[src/rtl/fmt_pkg.sv]
// Shared radix encoding, ASCII constants and natural-width helpers for the number formatter.
// Functions are elaboration-time only when called with constant arguments.
package fmt_pkg;

    typedef enum logic [1:0] {
        RADIX_DEC = 2'b00,
        RADIX_BIN = 2'b01,
        RADIX_HEX = 2'b10,
        RADIX_OCT = 2'b11
    } radix_e;

    localparam logic [7:0] ASCII_SPACE = 8'h20;
    localparam logic [7:0] ASCII_ZERO  = 8'h30;
    localparam logic [7:0] ASCII_A     = 8'h61;

    // Decimal digit count of the largest w-bit value, i.e. ceil(w*log10(2)).
    function automatic int nat_width_dec(input int w);
        logic [63:0] v;
        int          n;
        v = {64{1'b1}} >> (64 - w);
        n = 0;
        for (int i = 0; i < 20; i++) begin
            if (v != 64'd0) begin
                n = n + 1;
                v = v / 64'd10;
            end
        end
        return n;
    endfunction

    function automatic int nat_width(input radix_e r, input int w);
        int n;
        case (r)
            RADIX_DEC: n = nat_width_dec(w);
            RADIX_BIN: n = w;
            RADIX_HEX: n = (w + 3) / 4;
            default:   n = (w + 2) / 3;
        endcase
        return n;
    endfunction

    function automatic logic [7:0] digit_ascii(input logic [3:0] d);
        return (d < 4'd10) ? (ASCII_ZERO + {4'd0, d}) : (ASCII_A + {4'd0, d} - 8'd10);
    endfunction

endpackage

[src/rtl/div10_serial.sv]
// Bit-serial restoring divide-by-10 of a DATA_W-bit value.
// Latency: DATA_W cycles; the start edge performs the first step, busy drops with the last.
// Backpressure: none; start is honoured whenever asserted and restarts any division in flight.
module div10_serial #(
    parameter int DATA_W = 16
) (
    input  logic              clk,
    input  logic              rst,
    input  logic              start,
    input  logic [DATA_W-1:0] dividend,
    output logic              busy,
    output logic [DATA_W-1:0] quotient,
    output logic [3:0]        remainder
);
    localparam int CNW = $clog2(DATA_W);

    logic [CNW-1:0]    cnt;
    logic [DATA_W-1:0] src_q;
    logic [3:0]        src_r;
    logic [4:0]        trial;
    logic              ge;
    logic [3:0]        r_n;
    logic [DATA_W-1:0] q_n;

    // quotient doubles as the dividend shift register while busy
    always_comb begin
        src_q = start ? dividend : quotient;
        src_r = start ? 4'd0 : remainder;
        trial = {src_r, src_q[DATA_W-1]};
        ge    = (trial >= 5'd10);
        r_n   = ge ? 4'(trial - 5'd10) : trial[3:0];
        q_n   = {src_q[DATA_W-2:0], ge};
    end

    always_ff @(posedge clk or posedge rst) begin
        if (rst) begin
            busy      <= 1'b0;
            cnt       <= '0;
            quotient  <= '0;
            remainder <= '0;
        end else if (start) begin
            busy      <= 1'b1;
            cnt       <= CNW'(1);
            quotient  <= q_n;
            remainder <= r_n;
        end else if (busy) begin
            quotient  <= q_n;
            remainder <= r_n;
            cnt       <= cnt + CNW'(1);
            if (cnt == CNW'(DATA_W - 1))
                busy <= 1'b0;
        end
    end

endmodule

[src/rtl/ascii_num_formatter.sv]
// Formats an unsigned value as an ASCII dec/bin/hex/oct string, optionally padded to natural width.
// Latency: 1 cycle per bin/oct/hex digit, DATA_W cycles per dec digit, then one char per handshake.
// Backpressure: out_char/out_last held while out_ready low; in_ready only when idle.
module ascii_num_formatter
    import fmt_pkg::*;
#(
    parameter int DATA_W = 16
) (
    input  logic              clk,
    input  logic              rst,
    input  logic              in_valid,
    output logic              in_ready,
    input  logic [DATA_W-1:0] in_value,
    input  logic [1:0]        in_radix,
    input  logic              in_pad,
    output logic              out_valid,
    input  logic              out_ready,
    output logic [7:0]        out_char,
    output logic              out_last
);
    localparam int CW = $clog2(DATA_W + 1);
    localparam int IW = $clog2(DATA_W);
    localparam logic [CW-1:0] NAT_DEC = CW'(nat_width(RADIX_DEC, DATA_W));
    localparam logic [CW-1:0] NAT_BIN = CW'(nat_width(RADIX_BIN, DATA_W));
    localparam logic [CW-1:0] NAT_HEX = CW'(nat_width(RADIX_HEX, DATA_W));
    localparam logic [CW-1:0] NAT_OCT = CW'(nat_width(RADIX_OCT, DATA_W));

    typedef enum logic [1:0] {ST_IDLE, ST_CONVERT, ST_EMIT} state_e;

    state_e            state;
    radix_e            radix;
    logic              pad;
    logic [DATA_W-1:0] val;
    logic [CW-1:0]     ndig;
    logic [CW-1:0]     rem_chars;
    logic [3:0]        dig [DATA_W];

    logic              accept, is_dec, conv_step, conv_done;
    logic [3:0]        shift_dig, conv_dig;
    logic [DATA_W-1:0] shift_next;
    logic [CW-1:0]     nat_sel, n_next, total_len;
    logic [7:0]        pad_char, emit_char;
    logic [IW-1:0]     wr_idx, rd_idx;

    logic              div_start, div_busy;
    logic [DATA_W-1:0] div_dividend, div_quo;
    logic [3:0]        div_rem;

    div10_serial #(.DATA_W(DATA_W)) u_div (
        .clk       (clk),
        .rst       (rst),
        .start     (div_start),
        .dividend  (div_dividend),
        .busy      (div_busy),
        .quotient  (div_quo),
        .remainder (div_rem)
    );

    always_comb begin
        accept     = in_valid && in_ready;
        is_dec     = (radix == RADIX_DEC);
        shift_dig  = 4'd0;
        shift_next = val;
        nat_sel    = NAT_DEC;
        case (radix)
            RADIX_BIN: begin shift_dig = {3'd0, val[0]};   shift_next = val >> 1; nat_sel = NAT_BIN; end
            RADIX_OCT: begin shift_dig = {1'b0, val[2:0]}; shift_next = val >> 3; nat_sel = NAT_OCT; end
            RADIX_HEX: begin shift_dig = val[3:0];         shift_next = val >> 4; nat_sel = NAT_HEX; end
            default:   begin shift_dig = 4'd0;             shift_next = val;      nat_sel = NAT_DEC; end
        endcase
        conv_step = (state == ST_CONVERT) && (!is_dec || !div_busy);
        conv_dig  = is_dec ? div_rem : shift_dig;
        conv_done = is_dec ? (div_quo == '0) : (shift_next == '0);
        // The divider is kicked on the accepting edge so CONVERT spends exactly DATA_W cycles per dec digit
        div_start    = (accept && (in_radix == RADIX_DEC)) || (conv_step && is_dec && !conv_done);
        div_dividend = (state == ST_IDLE) ? in_value : div_quo;
        n_next    = ndig + CW'(1);
        total_len = pad ? nat_sel : n_next;
        pad_char  = is_dec ? ASCII_SPACE : ASCII_ZERO;
        wr_idx    = IW'(ndig);
        rd_idx    = IW'(rem_chars - CW'(1));
        // rem_chars counts characters still owed; digits occupy the last ndig of them
        emit_char = (rem_chars > ndig) ? pad_char : digit_ascii(dig[rd_idx]);
    end

    always_ff @(posedge clk) begin
        if (conv_step)
            dig[wr_idx] <= conv_dig;
    end

    always_ff @(posedge clk or posedge rst) begin
        if (rst) begin
            state     <= ST_IDLE;
            in_ready  <= 1'b0;
            out_valid <= 1'b0;
            out_last  <= 1'b0;
            out_char  <= 8'h00;
            radix     <= RADIX_DEC;
            pad       <= 1'b0;
            val       <= '0;
            ndig      <= '0;
            rem_chars <= '0;
        end else begin
            case (state)
                ST_IDLE: begin
                    if (accept) begin
                        in_ready <= 1'b0;
                        radix    <= radix_e'(in_radix);
                        pad      <= in_pad;
                        val      <= in_value;
                        ndig     <= '0;
                        state    <= ST_CONVERT;
                    end else begin
                        in_ready <= 1'b1;
                    end
                end
                ST_CONVERT: begin
                    if (conv_step) begin
                        ndig <= n_next;
                        val  <= shift_next;
                        if (conv_done) begin
                            state     <= ST_EMIT;
                            out_valid <= 1'b1;
                            rem_chars <= total_len - CW'(1);
                            out_last  <= (total_len == CW'(1));
                            out_char  <= (total_len > n_next) ? pad_char : digit_ascii(conv_dig);
                        end
                    end
                end
                ST_EMIT: begin
                    if (out_ready) begin
                        if (out_last) begin
                            state     <= ST_IDLE;
                            out_valid <= 1'b0;
                            out_last  <= 1'b0;
                            in_ready  <= 1'b1;
                        end else begin
                            out_char  <= emit_char;
                            out_last  <= (rem_chars == CW'(1));
                            rem_chars <= rem_chars - CW'(1);
                        end
                    end
                end
                default: state <= ST_IDLE;
            endcase
        end
    end

endmodule

[config.mk]
export PLATFORM = sky130hd
export DESIGN_NAME = ascii_num_formatter
export DESIGN_NICKNAME = d
export VERILOG_FILES = /design/src/rtl/fmt_pkg.sv /design/src/rtl/div10_serial.sv /design/src/rtl/ascii_num_formatter.sv
export SDC_FILE = /design/constraint.sdc
export NUM_CORES = 1
export LEC_CHECK = 0
export ABC_AREA = 1
export CORE_UTILIZATION = 40
export DETAILED_ROUTE_END_ITERATION = 10
export PLACE_DENSITY = 0.53
export SETUP_SLACK_MARGIN = 0.05
export SLEW_MARGIN = 15
export SYNTH_ARGS = -nofsm -noshare
export SYNTH_HDL_FRONTEND = slang
export SYNTH_SLANG_ARGS = --single-unit
[constraint.sdc]
create_clock -name clk -period 5.6 [get_ports clk]
set_clock_uncertainty 0.15 [all_clocks]
set_input_delay 0.56 -clock clk [delete_from_list [all_inputs] [get_ports clk]]
set_output_delay 0.56 -clock clk [all_outputs]
set_load 0.01 [all_outputs]
Word-level counts from Yosys, hierarchy flattened
Memories as Yosys holds them, arrays and structs flattened.
Index checks and enable logic that the tools add are counted.
Cells by class
  order comparisons: 5
  multiplexer cells: 62
  reductions and logical operators: 26
  equal/unequal tests: 14
  add/sub/neg operators: 11
Operators by type and width (count)
  2-to-1 mux 16 bit: 6
  2-to-1 mux 8 bit: 8
  case mux 16 bit (3 select lines): 1
  2-to-1 mux 5 bit: 8
  logical NOT 16 bit: 2
  case mux 16 bit (2 select lines): 1
  2-to-1 mux 4 bit: 7
  case mux 5 bit (2 select lines): 2
  2-to-1 mux 1 bit: 17
  adder 7 x 4 -> 8 bit, first input constant: 2
  case mux 8 bit (2 select lines): 1
  subtractor 8 x 4 -> 8 bit, second input constant: 2
  case mux 5 bit (3 select lines): 1
  AND reduction 5 bit: 3
  adder 6 x 4 -> 7 bit, first input constant: 2
  inequality test 2 bit, second input constant: 6
  case mux 4 bit (3 select lines): 1
  equality test 5 x 1 -> 1 bit, second input constant: 2
  > comparator 5 bit: 2
  2-to-1 mux 2 bit: 5
  subtractor 5 x 1 -> 5 bit, second input constant: 2
  less-than comparator 4 bit, second input constant: 2
  nonzero test 2 bit: 4
  equality test 2 bit, second input constant: 3
  other kinds (15): 28
Word-level totals
  flip-flop bits (word level): 67
  RAM bits: 64
  input port bits: 23
  memories kept: 1
  output and inout port bits: 11
  word-level logic and storage cells: 133
Memories
  dig: depth 16, bits a word 4, read ports 1, clocked after Yosys merged registers in 0, write ports 1, line ascii_num_formatter.sv:36  | logic [3:0] dig [DATA_W];

Logic depth before layout (Yosys ltp)
Gate-level depths: netlist of the first run.
  depth after elaboration: 12
  mapped depth: 24
  depth with buffers taken out: 23

By module
A second synthesis of the first run with hierarchy kept.
Unflattened totals
  cell total of the unflattened synthesis: 939
  area total of the unflattened synthesis: 7513.5 µm²
Modules (own cells, without submodules)
  ascii_num_formatter: times used 1, seq. area each 2947.8 µm², area each 6267.3 µm², cells each 804
  div10_serial: times used 1, seq. area each 625.6 µm², area each 1246.2 µm², cells each 135

Least setup slack after synthesis of the first run
No wires, ideal clock.
  path kind: reg-to-reg
  from: register rem_chars[0]
  to: register out_char[2]
  clock period less this slack: 2.865 ns
  cell stages (with the launch flop): 17
  path buffers: 4
  data arrival time: 2.597 ns
  library setup time: 0.119 ns
  path slack: 2.735 ns
  data required time: 5.331 ns
  path through: dfrtp_1 -> buf_2 -> inv_2 -> buf_2 -> buf_2 -> ha_1 -> xor2_1 -> buf_2 -> o21ai_0 -> o21ai_0 -> inv_1 -> ha_1 -> nand2_1 -> o21ai_0 -> nand2_1 -> nand3_1 -> o21a_1
On the way
  word-level cells in the longest chain between the ends: 9
  elaborated cells between the ends (all ways): 12
  classes of those cells: add/sub: 4; order compare: 2; mux: 5; memory: 1
Ends and longest elaborated chain
  from (decl): line ascii_num_formatter.sv:35  | logic [CW-1:0] rem_chars;
  from (signal assigned): line ascii_num_formatter.sv:124  | rem_chars <= total_len - CW'(1);
  from (signal assigned): line ascii_num_formatter.sv:140  | rem_chars <= rem_chars - CW'(1);
  subtractor 5 x 1 -> 5 bit
  memory (16 x 4 bit)
  adder 7 x 4 -> 8 bit: line fmt_pkg.sv:43  | return (d < 4'd10) ? (ASCII_ZERO + {4'd0, d}) : (ASCII_A + {4'd0, d} - 8'd10);
  subtractor 8 x 4 -> 8 bit: line fmt_pkg.sv:43
  2-to-1 mux 8 bit: line fmt_pkg.sv:43
  2-to-1 mux 8 bit (*): line ascii_num_formatter.sv:83  | emit_char = (rem_chars > ndig) ? pad_char : digit_ascii(dig[rd_idx]);
  2-to-1 mux 8 bit (*): line ascii_num_formatter.sv:132  | if (out_last) begin
  2-to-1 mux 8 bit (*): line ascii_num_formatter.sv:131  | if (out_ready) begin
  case mux 8 bit (2 select lines) (*): line ascii_num_formatter.sv:104  | case (state)
  to (signal assigned): line ascii_num_formatter.sv:126  | out_char <= (total_len > n_next) ? pad_char : digit_ascii(conv_dig);
  to (signal assigned): line ascii_num_formatter.sv:138  | out_char <= emit_char;
  to (decl): line ascii_num_formatter.sv:18  | output logic [7:0] out_char,
Mark *: on every way between the ends. The rest lies on a longest branch, timed or not. The select of a mux whose other input is x is not followed.
A chain may end at the register's enable or synchronous reset.

Worst setup path in the final report of the first run
Ends and elaborated chain as after synthesis.

==> metrics.cfg, run 1 <==
[floorplanning]
core_area_um2=16800
die_h_um=134
fp.dieArea_um2=18000
start_util=0.416
rows=47
ios=34
die_x_um=134

[yosys]
syn_inst=807
synth_top_cell_area_share=0.275
synth.area.top_cells=edfxtp_1, dfrtp_1, nand3_1, nand2_1, nor2_1
ys_seq_area_frac=0.511
synth_area_um2=6990
synth_edf_count=64
synth_ff_type=dfrtp_1
yosys_warnings=0
synth.distinct_cells=44
ys_ff_latch=130
synth-async-reset-ratio=0.508
syn-num-nets=851
avgSynthCellArea_um2=8.66
synth_area_leader_cell=edfxtp_1

[setup_path]
reg2reg_slack_ns=1.26
crit_family=adder cells
crit_top_cell=o21ai_0
start_kind=flop
path_cells=inv_2, ha_1, o21ai_0, o32ai_1, nor2_1, o21ai_0, inv_1, ha_1, nand2_1, o21ai_0, nand2_1, nand3_1, o21a_1
cp.required_ns=5.75
cp.arrival_ns=4.50
crit_fanout=36
worst-path-stages=13
r2r_cells=13
cp_slowest_cell=dfrtp_1
max_stage_delay_ns=1.01
worstSetupPathType=flop to flop
worst-path-buf-inv=2
cp-end-kind=flop

[cts]
path_clk_slew_ns=0.06
clk_latency_ns=0.42
h-tree-depth=4
cts-root-buf=clkbuf_16
holdBufCountCts=0
cts_buffer_depth=2
cts_buffers=17
cts_setup_buffers=0
cts_resized=0
clock_sinks=130
cts_tree=yes

[timing]
post-route-period-util=0.775
post-route-min-period_ns=4.34
slew_violations=0
fmax_mhz=230
timing.final.ws_setup_ns=1.26
tightest_slew_ns=1.03
finalHoldViolations=0
setup_viol=0
setup_tns_ns=0
rsz0062_at_grt=no
slew_headroom=0.310

[global_route]
grt_pass1_vias=5470
grtUsageTotal=0.221
grt_max_degree=55
grt_antenna_before_repair=0
grt-ovfl-total=0
grt_pass1_wl_mm=30.0

[placement]
dpl.cell_count=1030
pre_cts_ws_ns=1.29
io_buffer_count=32
gp_congestion=0.852
hpwl_mm=13.2

[pwr]
leakagePower_nw=3.36
power_switching_w=0.00144
comb_power_share=0.332
power_density_nw_per_um2=474
p_sw_frac=0.377
p_seq_frac=0.375
ir_drop_v=0.000252
clkPwrFrac=0.293
p_int_w=0.00237

[cells_and_area]
regArea_um2=3570
drive_gt1_frac=0.0772
layout.cells.non_filler=1062
final_nets=873
multi_input_area_um2=2920
layout-area-overhead-vs-synth_pct=15.0
num-fill-cells=1594
diodes=0

[routing]
ant_nets=0
dr.pass1.iters=5
num_vias=5818
wire_per_inst_um=17.6
drc=0
drt_iter0_markers=628
routed_wirelength_mm=18.7
vias_per_cell=5.48

[run]
drv_cap=0

[hold_path]
hp-class=primary input to async pin

[outcome]
status=finished clean

==> registers in the layout (all words and copies together) (netlist names) <==
name             flops
u_div.busy           1
pad                  1
rem_chars            5
in_ready             1
out_valid            1
u_div.remainder      4
u_div.cnt            4
radix                2
out_char             7
ndig                 5
dig                 64
state                2
val                 16
out_last             1
u_div.quotient      16
==> cells in the final DEF, fill, tap and decap left out, drive strengths merged, types with 7 or more instances in the layout <==
master and count:
clkdlybuf4s50 32, inv 80, edfxtp 64, nor2 112, a21oi 23, dfrtp 66, nand4 15, clkbuf 18
o21ai 74, buf 7, ha 21, o22ai 12, clkinv 8, o211ai 25, nand2 137, nand3 103
==> layout make-up <==
cell class              instances  area share
multi-input cells             560       0.364
repair buffers                 39      0.0464
flip-flops and latches        130       0.444
well taps                     220      0.0342
clock inverters                14      0.0204
clock buffers                  18      0.0534
inverters                      81      0.0378
==> cells by family (layout without fill, tap and decap cells) <==
logic type / Yosys count / in the layout / synth area share
and+or+nand+nor: 379 / 379 / 0.242
AOI/OAI and AO/OA: 151 / 151 / 0.128
DFF: 130 / 130 / 0.511
buffers and inverters: 117 / 152 / 0.0707
adders and majority gates: 21 / 21 / 0.0376
xor gates and xnor gates: 7 / 7 / 0.00877
other: 1 / 1 / 0.000536
muxes: 1 / 1 / 0.00143
==> cell usage after synthesis (all sizes together), types with 12 or more instances <==
master,count
buf,22
o211ai,25
edfxtp,64
o22ai,12
o21ai,74
nand4,15
a21oi,23
inv,79
clkbuf,14
ha,21
nand2,137
dfrtp,66
nand3,103
nor2,112
==> stage by stage <==
step / hold slack [ns] / instance area, µm² / power, W / util
2_1_floorplan: 0.321 / 6990 / 0.00232 / -
3_3_place_gp: 0.300 / 7450 / 0.00267 / 0.443
3_5_place_dp: 0.320 / 7450 / 0.00270 / 0.443
4_1_cts: 0.245 / 8040 / 0.00383 / 0.478
5_1_grt: 0.271 / 8040 / 0.00408 / 0.478
6_report: 0.256 / 8040 / 0.00381 / 0.478
==> routing by layer <==
layer  up-vias  global-route usage  wire [µm]  part of all wire
met2       175               0.315       8090              0.43
met4         0              0.0836        349             0.019
li1       2831                   -          -                 -
met1      2790               0.334       9340              0.50
met3        22              0.0340        874             0.047
met5         -                   0          0                 0
==> power groups by stage <==
stage / Combinational (W) / Clock [W] / Sequential [W]
final: 0.00126 / 0.00112 / 0.00143
after global placement: 0.00123 / 0 / 0.00144
after CTS: 0.00127 / 0.00114 / 0.00142
after floorplan: 0.000925 / 0 / 0.00139
after detailed placement: 0.00127 / 0 / 0.00144
after global routing: 0.00144 / 0.00118 / 0.00145
==> final timing paths <==
kind / from / endpoint
setup / recovery: rem_chars[0] / out_char[2]
hold / removal: rst / rem_chars[3]
setup reg to reg: rem_chars[0] / out_char[2]
hold reg to reg: out_char[5] / out_char[5]
max in group asynchronous: rst / u_div.cnt[0]
min in group clk: out_char[5] / out_char[5]
(Power assumes the default switching activity.)
==> run 2: changes to the inputs <==
--- a/config.mk
+++ b/config.mk
@@ -8,7 +8,7 @@
 export ABC_AREA = 1
 export CORE_UTILIZATION = 40
 export DETAILED_ROUTE_END_ITERATION = 10
-export PLACE_DENSITY = 0.53
+export PLACE_DENSITY = 0.55
 export SETUP_SLACK_MARGIN = 0.05
 export SLEW_MARGIN = 15
 export SYNTH_ARGS = -nofsm -noshare
==> constraint.sdc (replaced) <==
create_clock -name clk -period 3.5 [get_ports clk]
set_clock_uncertainty 0.15 [all_clocks]
set_input_delay 0.35 -clock clk [delete_from_list [all_inputs] [get_ports clk]]
set_output_delay 0.35 -clock clk [all_outputs]
set_load 0.01 [all_outputs]
==> metrics.cfg, run 2 (synthesis results as in run 1) <==
[setup_path]
start_kind=flop  ; unchanged
worstSetupPathType=flop to flop  ; unchanged
cp.arrival_ns=3.30  ; was 4.50 ns
crit_fanout=22  ; was 36
cp.required_ns=3.65  ; was 5.75 ns
cp-end-kind=flop  ; unchanged

[routing]
vias_per_cell=5.51  ; was 5.48
drc=0  ; unchanged
drt_iter0_markers=578  ; was 628
ant_nets=0  ; unchanged
wire_per_inst_um=18.0  ; was 17.6 µm
dr.pass1.iters=5  ; unchanged
routed_wirelength_mm=19.4  ; was 18.7 mm
num_vias=5923  ; was 5,818

[cts]
cts_buffers=17  ; unchanged
cts_buffer_depth=2  ; unchanged
clk_latency_ns=0.42  ; about the same
cts_tree=yes  ; unchanged
path_clk_slew_ns=0.06  ; about the same
holdBufCountCts=0  ; unchanged
cts-root-buf=clkbuf_16  ; unchanged
clock_sinks=130  ; unchanged
h-tree-depth=4  ; unchanged

[global_route]
grt_use_met2=0.364  ; was 0.315
grt_pass1_vias=5671  ; was 5,470
busiest_layer=met2  ; was met1
grtUsageMet3=0.0533  ; was 0.0340
grt_antenna_before_repair=0  ; unchanged
grt_pass1_wl_mm=31.3  ; was 30.0 mm
grt_max_degree=36  ; was 55
use_met1=0.312  ; was 0.334
grtUsageTotal=0.228  ; was 0.221
grt-ovfl-total=0  ; unchanged

[pwr]
p_sw_frac=0.382  ; was 0.377
ir_drop_v=0.000542  ; was 0.000252 V
comb_power_share=0.345  ; was 0.332
power_switching_w=0.00231  ; was 0.00144 W
clkPwrFrac=0.277  ; was 0.293
p_seq_frac=0.378  ; was 0.375
leakagePower_nw=3.42  ; was 3.36 nW
power_density_nw_per_um2=746  ; was 474 nW/µm²
p_int_w=0.00375  ; was 0.00237 W

[cells_and_area]
layout-area-overhead-vs-synth_pct=16.3  ; was 15.0%
top_regs=dig: 64 flops, u_div.quotient: 16 flops, val: 16 flops  ; unchanged
final_nets=886  ; was 873
final_cell_mix=nand2_1, nand3_1, nor2_1, o21ai_0, inv_1  ; was nand2_1, nor2_1, nand3_1, o21ai_0, inv_1
diodes=0  ; unchanged
largest_register_ffs=64  ; unchanged
final_common_cell=nand2_1  ; unchanged
final_area_um2=8130  ; was 8040 µm²
layout.cells.non_filler=1075  ; was 1,062
top_register=dig  ; unchanged
drive_gt1_frac=0.0936  ; was 0.0772

[timing]
timing.final.ws_setup_ns=0.357  ; was 1.26 ns
tightest_slew_ns=0.739  ; was 1.03 ns
slew_violations=0  ; unchanged
post-route-min-period_ns=3.14  ; was 4.34 ns
finalHoldViolations=0  ; unchanged
fmax_mhz=318  ; was 230 MHz
setup_viol=0  ; unchanged
post-route-period-util=0.898  ; was 0.775
slew_headroom=0.507  ; was 0.310
setup_tns_ns=0  ; unchanged
rsz0062_at_grt=no  ; unchanged

[placement]
dpl.cell_count=1043  ; was 1,030
placed_cell_area_um2=7550  ; was 7450 µm²
pre_cts_ws_ns=0.244  ; was 1.29 ns
gp_congestion=0.850  ; was 0.852
io_buffer_count=32  ; unchanged
hpwl_mm=14.1  ; was 13.2 mm

[floorplanning]
fp.dieArea_um2=18000  ; unchanged
die_h_um=134  ; unchanged
start_util=0.416  ; unchanged
ios=34  ; unchanged
core_area_um2=16800  ; unchanged
rows=47  ; unchanged
die_x_um=134  ; unchanged

[outcome]
status=finished clean  ; unchanged

[run]
drv_cap=0  ; unchanged

[hold_path]
hp-class=primary input to async pin  ; unchanged

## run 2: cell count changes in the layout (fill, tap and decap cells not counted), moves of 2 or more
| cell | change |
|---|---|
| buf_4 | +12 |
| clkinv_2 | +3 |
| clkbuf_1 | +2 |
| clkinvlp_4 | -2 |
| dfrtp_1 | -2 |
| dfrtp_2 | +2 |
| inv_2 | -2 |
| inv_4 | +2 |
## run 2: power groups by stage
stage	Clock, W	Sequential, W	Combinational [W]
after floorplan	0	0.00222	0.00148
after detailed placement	0	0.00231	0.00207
after CTS	0.00171	0.00229	0.00208
after global placement	0	0.00230	0.00203
after global routing	0.00179	0.00233	0.00236
final	0.00168	0.00229	0.00209
## run 2: area by class of cell
class | instances | area, µm²
Timing Repair Buffer | 52 | 474
Clock buffer | 20 | 437
Multi-Input combinational cell | 560 | 2940
Inverter | 81 | 309
Sequential cell | 130 | 3580
Tap cell | 220 | 275
Fill cell | 1615 | 8690
Clock inverter | 12 | 116
## run 2: timing repair
item	CTS	global route
gates resized for setup	0	10
buffers inserted	0	0
setup endpoints to repair	0	8
## run 2: final timing paths
kind | startpoint | to | slack, ns | depth (start not counted)
worst min register to register | out_char[5] | out_char[5] | 0.33 | 1
min in group clk | out_char[5] | out_char[5] | 0.33 | 1
worst max-delay path | rem_chars[1] | out_char[2] | 0.36 | 13
worst min-delay path | rst | out_last | 0.17 | 2
worst max register to register | rem_chars[1] | out_char[2] | 0.36 | 13
max in group asynchronous | rst | val[4] | 2.19 | 3
## run 2: routing by layer
metal / wire, µm / vias up / part of all wire
met4: 227 / 0 / 0.012
li1: - / 2846 / -
met1: 8850 / 2851 / 0.46
met3: 1100 / 21 / 0.057
met5: 0 / - / 0
met2: 9210 / 205 / 0.48
## run 2: stage by stage
stage,hold WS (ns),power (W),utilization
after CTS,0.173,0.00607,0.482
after detailed placement,0.319,0.00438,0.449
after global placement,0.301,0.00433,0.449
after floorplan,0.321,0.00370,-
final,0.169,0.00607,0.483
after global routing,0.219,0.00648,0.483
## run 2: worst max-delay path: stages (launching register included)
cell	delay [ns]
dfrtp_1	0.36
inv_1	0.09
ha_1	0.76
o21ai_0	0.22
o32ai_1	0.30
nor2_1	0.07
o21ai_0	0.30
inv_1	0.11
ha_1	0.21
nand2_1	0.12
o21ai_0	0.10
nand2_1	0.07
nand3_1	0.06
o21a_1	0.11
==> run 3: changes to the inputs <==
--- a/config.mk
+++ b/config.mk
@@ -8,7 +8,7 @@
 export ABC_AREA = 1
 export CORE_UTILIZATION = 40
 export DETAILED_ROUTE_END_ITERATION = 10
-export PLACE_DENSITY = 0.55
+export PLACE_DENSITY = 0.53
 export SETUP_SLACK_MARGIN = 0.05
 export SLEW_MARGIN = 15
 export SYNTH_ARGS = -nofsm -noshare
==> constraint.sdc (replaced) <==
create_clock -name clk -period 3.7 [get_ports clk]
set_clock_uncertainty 0.15 [all_clocks]
set_input_delay 0.37 -clock clk [delete_from_list [all_inputs] [get_ports clk]]
set_output_delay 0.37 -clock clk [all_outputs]
set_load 0.01 [all_outputs]
==> metrics.cfg, run 3 (synthesis results as in run 1) <==
[setup_path]
cp.required_ns=3.87  ; was 3.65 ns
cp-end-kind=flop  ; unchanged
cp.arrival_ns=3.50  ; was 3.30 ns
worstSetupPathType=flop to flop  ; unchanged
r2r_cells=13  ; unchanged
crit_fanout=8  ; was 22
reg2reg_slack_ns=0.37  ; was 0.36 ns
reg2reg_to=out_char[4]  ; was out_char[2]
start_kind=flop  ; unchanged
r2r_start=ndig[0]  ; was rem_chars[1]

[timing]
tightest_slew_ns=0.872  ; was 0.739 ns
finalHoldViolations=0  ; unchanged
holdWs_ns=0.271  ; was 0.169 ns
post-route-min-period_ns=3.33  ; was 3.14 ns
post-route-period-util=0.899  ; was 0.898
setup_tns_ns=0  ; unchanged
slew_violations=0  ; unchanged
setup_viol=0  ; unchanged
rsz0062_at_grt=no  ; unchanged
slew_headroom=0.418  ; was 0.507
fmax_mhz=300  ; was 318 MHz

[cells_and_area]
diodes=0  ; unchanged
final_cell_mix=nand2_1, nor2_1, nand3_1, o21ai_0, inv_1  ; was nand2_1, nand3_1, nor2_1, o21ai_0, inv_1
largest_register_ffs=64  ; unchanged
multi_input_area_um2=2920  ; was 2940 µm²
num-fill-cells=1637  ; was 1,615
layout-area-overhead-vs-synth_pct=16.2  ; was 16.3%
final_nets=881  ; was 886
top_regs=dig: 64 flops, u_div.quotient: 16 flops, val: 16 flops  ; unchanged
regArea_um2=3570  ; was 3580 µm²
top_register=dig  ; unchanged
final_common_cell=nand2_1  ; unchanged
drive_gt1_frac=0.0882  ; was 0.0936

[global_route]
grt_pass1_wl_mm=31.1  ; was 31.3 mm
grt_max_degree=48  ; was 36
grt_pass1_vias=5730  ; was 5,671
grt-ovfl-total=0  ; unchanged
grt_antenna_before_repair=0  ; unchanged
grtUsageTotal=0.227  ; was 0.228

[pwr]
leakagePower_nw=3.41  ; was 3.42 nW
ir_drop_v=0.000472  ; was 0.000542 V
power_density_nw_per_um2=723  ; was 746 nW/µm²

[cts]
clock_sinks=130  ; unchanged
holdBufCountCts=0  ; unchanged
cts_setup_buffers=0  ; unchanged
path_clk_slew_ns=0.06  ; about the same
h-tree-depth=4  ; unchanged
cts-root-buf=clkbuf_16  ; unchanged
cts_tree=yes  ; unchanged
cts_resized=0  ; unchanged
cts_buffer_depth=2  ; unchanged
clk_latency_ns=0.43  ; was 0.42 ns
cts_buffers=17  ; unchanged

[outcome]
status=finished clean  ; unchanged

[floorplanning]
ios=34  ; unchanged
core_area_um2=16800  ; unchanged
rows=47  ; unchanged
die_x_um=134  ; unchanged
fp.dieArea_um2=18000  ; unchanged
die_h_um=134  ; unchanged
start_util=0.416  ; unchanged

[routing]
vias_per_cell=5.53  ; was 5.51
num_vias=5916  ; was 5,923
dr.pass1.iters=5  ; unchanged
drc=0  ; unchanged
wire_per_inst_um=17.8  ; was 18.0 µm
routed_wirelength_mm=19.0  ; was 19.4 mm
ant_nets=0  ; unchanged
drt_iter0_markers=571  ; was 578

[placement]
hpwl_mm=13.6  ; was 14.1 mm
gp_congestion=0.885  ; was 0.850
io_buffer_count=32  ; unchanged

[hold_path]
hp-class=primary input to async pin  ; unchanged

[run]
drv_cap=0  ; unchanged

run 3: cell types whose count changed in the layout (fill, tap and decap cells not counted), sizes merged:
cell	change
clkbuf	-3
clkinvlp	+3
bufinv	+2
buf	-5
clkinv	-2
run 3: report_power, final:
part | leakage [nW] | internal [W] | switching (W)
Combinational | 1.76 | 0.000640 | 0.00129
Sequential | 1.36 | 0.00190 | 0.000267
Clock | 0.289 | 0.00112 | 0.000655
Total | 3.41 | 0.00366 | 0.00221
run 3: worst max path at each step:
stage	end	start	cells after the start	slack, ns
2_1_floorplan	out_char[2]	rem_chars[0]	16	0.83
3_3_place_gp	out_char[4]	ndig[0]	13	0.42
3_5_place_dp	out_char[4]	ndig[0]	15	0.46
4_1_cts	out_char[4]	ndig[0]	15	0.43
5_1_grt	out_char[4]	ndig[0]	15	0.11
6_report	out_char[4]	ndig[0]	13	0.37
run 3: worst max-delay path: stages, from the launching register on:
cell and delay (ns):
dfrtp_1 0.54, ha_1 0.27, nand3_1 0.15, xor2_1 0.20, o21ai_0 0.51, ha_1 0.34, o21ai_0 0.11, nor2_1 0.07
o22ai_1 0.37, nand2_1 0.14, o221ai_1 0.19, nand2_1 0.07, nand2_1 0.07, nand2_1 0.05
run 3: layer usage:
layer / up-vias / part of all wire / GRT usage
li1: 2834 / - / -
met1: 2826 / 0.47 / 0.319
met2: 231 / 0.46 / 0.348
met3: 25 / 0.060 / 0.0563
met4: 0 / 0.017 / 0.0637
met5: - / 0 / 0
run 3: cell type report:
type / instances / share of cell area
clock buffer: 17 / 0.0523
clock inverter: 15 / 0.0234
inverter: 81 / 0.0376
multi-input combinational: 560 / 0.360
sequential: 130 / 0.440
tap: 220 / 0.0339
timing repair buffer: 47 / 0.0533
run 3: per-stage QoR:
| step | setup slack, ns | power (W) | util | area (µm²) | instances |
|---|---|---|---|---|---|
| after floorplan | 0.835 | 0.00350 | - | 6990 | 807 |
| after global placement | 0.425 | 0.00406 | 0.447 | 7510 | 1038 |
| after detailed placement | 0.458 | 0.00409 | 0.447 | 7510 | 1038 |
| after CTS | 0.428 | 0.00588 | 0.483 | 8130 | 1070 |
| after global routing | 0.108 | 0.00625 | 0.483 | 8130 | 1070 |
| final | 0.372 | 0.00587 | 0.483 | 8130 | 1070 |
